$ cat src/rtl/regfile_2w2r_clr.sv
// regfile_2w2r_clr: parametrised 2-write / 2-read register file with a hardware clear sequencer.
// Optional write-to-read forwarding is enabled by defining REGFILE_BYPASS_EN.
module regfile_2w2r_clr #(
  parameter int W        = 8,
  parameter int D        = 3,
  parameter int ZERO_REG = 0
) (
  input  logic         Clk,
  input  logic         Reset,
  input  logic         WriteEnA,
  input  logic [D-1:0] WaddrA,
  input  logic [W-1:0] DataInA,
  input  logic         WriteEnB,
  input  logic [D-1:0] WaddrB,
  input  logic [W-1:0] DataInB,
  input  logic [D-1:0] RaddrA,
  input  logic [D-1:0] RaddrB,
  input  logic         Clear,
  output logic         Busy,
  output logic [W-1:0] DataOutA,
  output logic [W-1:0] DataOutB
);

  // state | meaning
  // IDLE  | normal operation, both write ports accepted
  // CLEAR | zeroing one register per cycle from address 0 upward; writes dropped
  typedef enum logic {IDLE = 1'b0, CLEAR = 1'b1} state_t;

  localparam int           DEPTH = 1 << D;
  localparam logic [D-1:0] LAST  = {D{1'b1}};

  state_t       state;
  logic [D-1:0] cnt;
  logic [W-1:0] regs [DEPTH];

  logic zero_a, zero_b;
  logic we_a, we_b;

  assign zero_a = (ZERO_REG != 0) && (WaddrA == '0);
  assign zero_b = (ZERO_REG != 0) && (WaddrB == '0);

  // Port B wins a same-address collision, so port A is suppressed outright.
  assign we_b = WriteEnB && !zero_b && (state == IDLE);
  assign we_a = WriteEnA && !zero_a && (state == IDLE)
                && !(WriteEnB && (WaddrB == WaddrA));

  always_ff @(posedge Clk or posedge Reset) begin
    if (Reset) begin
      state <= IDLE;
      cnt   <= '0;
      Busy  <= 1'b0;
      for (int i = 0; i < DEPTH; i++) regs[i] <= '0;
    end else begin
      case (state)
        IDLE: begin
          if (we_a) regs[WaddrA] <= DataInA;
          if (we_b) regs[WaddrB] <= DataInB;
          if (Clear) begin
            state <= CLEAR;
            cnt   <= '0;
            Busy  <= 1'b1;
          end
        end
        CLEAR: begin
          regs[cnt] <= '0;
          cnt       <= cnt + 1'b1;
          if (cnt == LAST) begin
            state <= IDLE;
            Busy  <= 1'b0;
          end
        end
        default: state <= IDLE;
      endcase
    end
  end

  always_comb begin
    DataOutA = regs[RaddrA];
`ifdef REGFILE_BYPASS_EN
    if (we_b && (WaddrB == RaddrA))      DataOutA = DataInB;
    else if (we_a && (WaddrA == RaddrA)) DataOutA = DataInA;
`endif
    if ((ZERO_REG != 0) && (RaddrA == '0)) DataOutA = '0;
  end

  always_comb begin
    DataOutB = regs[RaddrB];
`ifdef REGFILE_BYPASS_EN
    if (we_b && (WaddrB == RaddrB))      DataOutB = DataInB;
    else if (we_a && (WaddrA == RaddrB)) DataOutB = DataInA;
`endif
    if ((ZERO_REG != 0) && (RaddrB == '0)) DataOutB = '0;
  end

endmodule
$ cat config.mk
export PLATFORM = sky130hd
export DESIGN_NAME = regfile_2w2r_clr
export DESIGN_NICKNAME = d
export VERILOG_FILES = /design/src/rtl/regfile_2w2r_clr.sv
export SDC_FILE = /design/constraint.sdc
export NUM_CORES = 1
export LEC_CHECK = 0
export BUFFER_PORTS_ARGS = -buffer_cell sky130_fd_sc_hd__buf_2
export CORE_UTILIZATION = 60
export CTS_BUF_LIST = sky130_fd_sc_hd__clkbuf_16
export CTS_CLUSTER_SIZE = 16
export DETAILED_ROUTE_END_ITERATION = 6
export GPL_ROUTABILITY_DRIVEN = 0
export HOLD_SLACK_MARGIN = 0.15
export PLACE_DENSITY = 0.92
export SYNTH_ARGS = -nofsm -noshare
export SYNTH_HDL_FRONTEND = slang
export SYNTH_SLANG_ARGS = --single-unit
$ cat constraint.sdc
create_clock -name Clk -period 5.35 [get_ports Clk]
set_input_delay 0.535 -clock Clk [delete_from_list [all_inputs] [get_ports Clk]]
set_output_delay 0.535 -clock Clk [all_outputs]
set_load 0.005 [all_outputs]
==> flow_summary_export.csv, run 1 <==
group,metric,value,unit
power_and_ir_drop,p_switching,1.04,mW
placed_design,placedCellCount,601,
synth,ys_async_sr_fraction,100,%
synth,synth_area,4780,um^2
setup_path,path_max_fanout,16,
power_and_ir_drop,swShare,39.4,%
clocking,cts_tree,"done",
setup_path,end_kind,"output port",
sta,rsz0062_at_grt,"false",
floorplanning,row_count,32,
power_and_ir_drop,p_per_area,496,nW/um^2
grt,grt_usage,41.5,%
setup_path,cp_slowest_stage_delay,0.59,ns
floorplanning,core_area,7730,um^2
detailed_routing,wirelength,16000,um
run_status,status,"finished with violations",
clocking,cts-buffers-inserted,9,
setup_path,cp_top_family,"multiplexers",
synth,ys.flop_type,"dfrtp_1",
clocking,ctsResizeCount,0,
synth,ys_ff_latch,69,
setup_path,reg2reg_slack,3.08,ns
floorplanning,io_pins,50,
detailed_routing,routed_via_density,7.89,
clocking,cts_hold_buf,0,
setup_path,critPathBufInv,2,
power_and_ir_drop,power_frac_comb,40.4,%
sta,period_share,47.5,%
clocking,post-cts-setup-buffers,0,
grt,antenna_found_initial,0,
power_and_ir_drop,p_int,1.60,mW
detailed_routing,drc,1,
grt,grt_first_pass_wirelength,25700,um
worst_hold_path,hp-class,"primary input to flop",
detailed_routing,drt_iter0_drc,779,
detailed_routing,drtAntennaViolNets,0,
clocking,clk_pin_slew,0.06,ns
detailed_routing,dr.pass1.iters,7,
setup_path,required,4.82,ns
setup_path,critPathSlowestCell,"mux4_2",
setup_path,arrival,2.01,ns
synth,syn_avg_cell_area,9.82,um^2
grt,grt_pass1_vias,4762,
sta,setup_violations,0,
floorplanning,dieArea,8340,um^2
sta,max_freq,393,MHz
run_status,violations,"DRC",
layout,num-nets-final,545,
clocking,root_buffer,"clkbuf_16",
detailed_routing,dr_total_vias,4867,
layout,diodes,0,
setup_path,crit_path_start_kind,"primary input",
power_and_ir_drop,vdd_ir_drop_max,0.395,mV
sta,fin_setup_tns,0,ns
sta,hold_viol_final,0,
layout,areaGrowthSynthToFinish,11.5,%
synth,synth_cell_types,36,
synth,syn_inst,487,
power_and_ir_drop,clockPowerShare,24.6,%
clocking,cts_buffer_depth,2,
job,cap_violations,0,
placed_design,dp_hpwl,11000,um
grt,grt-ovfl-total,0,
sta,slew_viol_final,0,
power_and_ir_drop,p_seq_share,35.0,%
sta,tightest_slew,1.38,ns
synth,syn-num-nets,522,
setup_path,cpMostUsedCell,"buf_2",
clocking,cts_sinks,69,
layout,drive_gt1_share,24.9,%
setup_path,crit_path_cell_trace,"buf_2, mux4_2, mux2_2, buf_2",
clocking,insertion_delay,0.34,ns
floorplanning,start_util,61.9,%
synth,synth_edf_count,0,
synth,yosys_warnings,0,
clocking,cts_max_level,3,
grt,grt_max_degree,70,
floorplanning,die_y,91.3,um
detailed_routing,drt-wirelength-per-cell,25.9,um
layout,layoutNonFillerInstCount,617,
synth,ys_seq_area_share,36.1,%
sta,finalCriticalPeriod,2.54,ns
setup_path,path_class,"primary input to output port",
sta,relSlewSlack,7.20,%
floorplanning,die_w,91.3,um
sta,finalClockSkew,0.00594,ns
power_and_ir_drop,p_leak,2.15,nW
placed_design,port-buffer-count,49,
[power by group through the flow]
stage	sequential (mW)	clock (mW)	combinational [mW]
floorplan	0.823	0	0.755
global placement	0.893	0	0.967
detailed placement	0.912	0	1.02
CTS	0.908	0.653	1.04
global route	0.937	0.676	1.15
finish	0.925	0.651	1.07
[metal layers]
metal	share of wire, %	up-vias	global-route usage, %	wire length [um]
met1	32	2279	50.7	5170
met4	7.0	0	23.8	1120
met3	15	126	15.1	2350
met5	0	-	0	0
met2	46	515	63.7	7350
li1	-	1947	-	-
[path summary, 6_finish.rpt]
| kind | to | startpoint | cells after the start |
|---|---|---|---|
| worst max register to register | regs[50]$_DFF_PP0_ | cnt[2]$_DFFE_PP0P_ | 4 |
| worst min-delay path | cnt[1]$_DFFE_PP0P_ | Clear | 2 |
| min in group asynchronous | regs[37]$_DFF_PP0_ | Reset | 3 |
| worst max-delay path | DataOutB[6] | RaddrB[0] | 4 |
| worst min register to register | regs[39]$_DFF_PP0_ | regs[39]$_DFF_PP0_ | 1 |
| max in group asynchronous | regs[11]$_DFF_PP0_ | Reset | 3 |
[cell families after synthesis]
group / Yosys count / synth area share [%]
simple gates: 104 / 10.3
flops: 69 / 36.1
compound gates: 220 / 30.2
xor+xnor: 1 / 0.340
fa+ha+maj: 2 / 0.523
buf+inv: 42 / 3.53
mux: 49 / 19.1
[synthesized netlist by cell type (5+ instances only)]
library cell	n	area share, %
clkbuf_1	12	0.94
a21oi_1	65	6.8
nand2b_1	5	0.65
buf_2	9	0.94
nand2_1	5	0.39
dfrtp_1	69	36
mux4_2	32	15
mux2_2	17	4.0
o21ai_0	63	6.6
o2bb2ai_1	64	12
buf_1	18	1.4
o21ai_1	8	0.84
nor2_1	74	5.8
a211oi_2	8	2.1
[metrics by stage]
step	utilization (%)	cell area, um^2	setup WS, ns	hold slack, ns	total power [mW]
3_3_place_gp	64.9	5010	2.81	0.485	1.86
4_1_cts	69.1	5340	2.80	0.423	2.60
6_report	69.1	5340	2.81	0.420	2.65
3_5_place_dp	64.9	5010	2.80	0.495	1.93
2_1_floorplan	-	4780	2.98	0.467	1.58
5_1_grt	69.1	5340	2.74	0.412	2.76
[placed cells by master, fill, tap and decap left out, types with 3 or more instances in the layout]
| cell | instances |
|---|---|
| mux2_2 | 17 |
| nand2b_1 | 5 |
| nand2_1 | 5 |
| clkbuf_16 | 9 |
| a21oi_1 | 65 |
| buf_2 | 49 |
| nand4bb_1 | 3 |
| o2bb2ai_1 | 64 |
| dfrtp_1 | 69 |
| a41o_1 | 4 |
| mux4_2 | 32 |
| nor2_1 | 74 |
| o21ai_0 | 63 |
| a211oi_2 | 8 |
| o21ai_1 | 8 |
| o31ai_1 | 3 |
| nor2b_1 | 3 |
| nand4b_1 | 3 |
[flip-flops by register name (all words and copies together), names as in the netlist]
register	cells
state	1
cnt	3
regs	64
Busy	1
[cell type report]
type | instances | area, um^2
clock buffer | 9 | 225
fill | 583 | 2390
clock inverter | 7 | 96.3
sequential | 69 | 1730
multi-input combinational | 376 | 2890
tap | 102 | 128
timing repair buffer | 51 | 260
inverter | 3 | 11.3
Note: power is estimated with default switching activity, not from simulation.
==> run 2: changes to the inputs <==
==> constraint.sdc (replaced) <==
create_clock -name Clk -period 2.7 [get_ports Clk]
set_input_delay 0.27 -clock Clk [delete_from_list [all_inputs] [get_ports Clk]]
set_output_delay 0.27 -clock Clk [all_outputs]
set_load 0.005 [all_outputs]
==> flow_summary_export.csv, run 2 (synthesis results as in run 1) <==
group,metric,value,unit
sta,tightest_slew,0.932,ns
grt,grt_pass1_vias,4772,
sta,finalCriticalPeriod,2.16,ns
clocking,cts_max_level,3,
sta,relSlewSlack,37.2,%
placed_design,placedCellCount,606,
floorplanning,io_pins,50,
sta,fin_setup_tns,0,ns
setup_path,r2r-end,"regs[63]$_DFF_PP0_",
floorplanning,die_w,91.3,um
placed_design,port-buffer-count,49,
setup_path,arrival,2.42,ns
layout,num-nets-final,551,
grt,grt_max_degree,39,
sta,slew_viol_final,0,
power_and_ir_drop,swShare,39.8,%
setup_path,crit_path_cell_trace,"buf_4, or3b_1, a211oi_2, a21oi_1, o2bb2ai_1",
grt,grt_first_pass_wirelength,25300,um
clocking,cts-buffers-inserted,9,
clocking,cts_buffer_depth,2,
power_and_ir_drop,p_seq_share,35.2,%
power_and_ir_drop,vdd_ir_drop_max,0.698,mV
layout,top_regs,"regs: 64 flops, cnt: 3 flops",
layout,final_core_util,69.4,%
layout,regMostFlops,"regs",
worst_hold_path,hold_depth,2,
detailed_routing,drc,0,
layout,largest_reg_flops,64,
layout,multi_input_area,2890,um^2
placed_design,dp_hpwl,11000,um
sta,finalClockSkew,0.00745,ns
floorplanning,core_area,7730,um^2
layout,drive_gt1_share,25.3,%
sta,period_share,80.2,%
layout,areaGrowthSynthToFinish,12.1,%
grt,grt-ovfl-total,0,
power_and_ir_drop,p_per_area,972,nW/um^2
detailed_routing,drtAntennaViolNets,0,
grt,grt_usage,40.8,%
sta,holdWs,0.156,ns
worst_hold_path,hp-class,"primary input to flop",
setup_path,critPathSlowestCell,"a211oi_2",
worst_hold_path,hp-start,"Clear",
layout,diodes,0,
sta,hold_viol_final,0,
setup_path,required,2.95,ns
layout,fillers,554,
floorplanning,start_util,61.9,%
power_and_ir_drop,p_int,3.14,mW
clocking,clk_pin_slew,0.06,ns
setup_path,r2r_start,"state$_DFF_PP0_",
detailed_routing,dr_total_vias,4831,
floorplanning,dieArea,8340,um^2
detailed_routing,wirelength,16000,um
job,cap_violations,0,
floorplanning,row_count,32,
layout,final_cell_mix,"74 x nor2_1, 69 x dfrtp_1, 65 x a21oi_1",
setup_path,cp_slowest_stage_delay,0.68,ns
detailed_routing,drt-wirelength-per-cell,25.6,um
clocking,root_buffer,"clkbuf_16",
run_status,status,"completed",
setup_path,path_class,"flop to flop",
sta,rsz0062_at_grt,"false",
setup_path,crit_path_start_kind,"flop",
clocking,cts_tree,"done",
setup_path,reg2reg_slack,0.54,ns
layout,layoutNonFillerInstCount,623,
sta,setup_violations,0,
setup_path,end_kind,"flop",
detailed_routing,dr.pass1.iters,6,
clocking,cts_sinks,69,
sta,max_freq,462,MHz
power_and_ir_drop,power_frac_comb,42.0,%
detailed_routing,routed_via_density,7.75,
layout,final_common_cell,"nor2_1",
floorplanning,die_y,91.3,um
setup_path,reg2reg_depth,5,
setup_path,path_max_fanout,19,
detailed_routing,drt_iter0_drc,791,
clocking,insertion_delay,0.34,ns
worst_hold_path,min_to,"cnt[1]$_DFFE_PP0P_",
power_and_ir_drop,p_switching,2.07,mW
power_and_ir_drop,p_leak,2.18,nW
grt,antenna_found_initial,0,
layout,regArea,1730,um^2
power_and_ir_drop,clockPowerShare,22.8,%
## run 2: cell type report
cell class                 instances  area share [%]
tap                              102            2.38
inverter                           3           0.210
timing repair buffer              57            5.97
sequential                        69            32.2
clock buffer                       9            4.20
multi-input combinational        376            53.8
clock inverter                     7            1.21
## run 2: layer usage
layer | global-route usage [%] | share of wire (%) | vias to the layer above
met5 | 0 | 0 | -
met4 | 28.2 | 8.3 | 0
met3 | 11.6 | 14 | 133
met2 | 61.7 | 44 | 498
met1 | 50.6 | 34 | 2242
li1 | - | - | 1958
## run 2: repair_timing
item | 4_1_cts | 5_1_grt
buffers inserted | 0 | 0
hold buffers | 1 | 0
hold endpoints to repair | 31 | 0
resized for setup | 0 | 0
## run 2: power groups by stage
stage / clock network, mW / registers [mW] / logic (mW)
final: 1.19 / 1.84 / 2.19
after global routing: 1.23 / 1.86 / 2.34
after CTS: 1.19 / 1.80 / 2.13
after detailed placement: 0 / 1.81 / 2.12
after global placement: 0 / 1.77 / 1.99
after floorplan: 0 / 1.63 / 1.50
## run 2: worst max path at each step
stage | cells past startpoint | start | end
CTS | 5 | state$_DFF_PP0_ | regs[59]$_DFF_PP0_
global placement | 4 | RaddrA[0] | DataOutA[0]
detailed placement | 4 | RaddrB[0] | DataOutB[0]
floorplan | 1 | Reset | Busy$_DFFE_PP0P_
finish | 5 | state$_DFF_PP0_ | regs[63]$_DFF_PP0_
global route | 5 | state$_DFF_PP0_ | regs[63]$_DFF_PP0_
## run 2: critical path, delay by kind of cell, from the launching register on
family                 cells  cell delay, ns
DFF                        1            0.37
and+or+nand+nor            1            0.46
AOI/OAI and AO/OA          3            1.05
buffers and inverters      1            0.20
## run 2: through the flow
step                      power (mW)  setup WS, ns  instance area (um^2)
final                           5.21         0.536                  5370
after global routing            5.43         0.458                  5370
after CTS                       5.11         0.623                  5370
after detailed placement        3.92         0.655                  5060
after global placement          3.76         0.698                  5060
after floorplan                 3.13         0.690                  4780
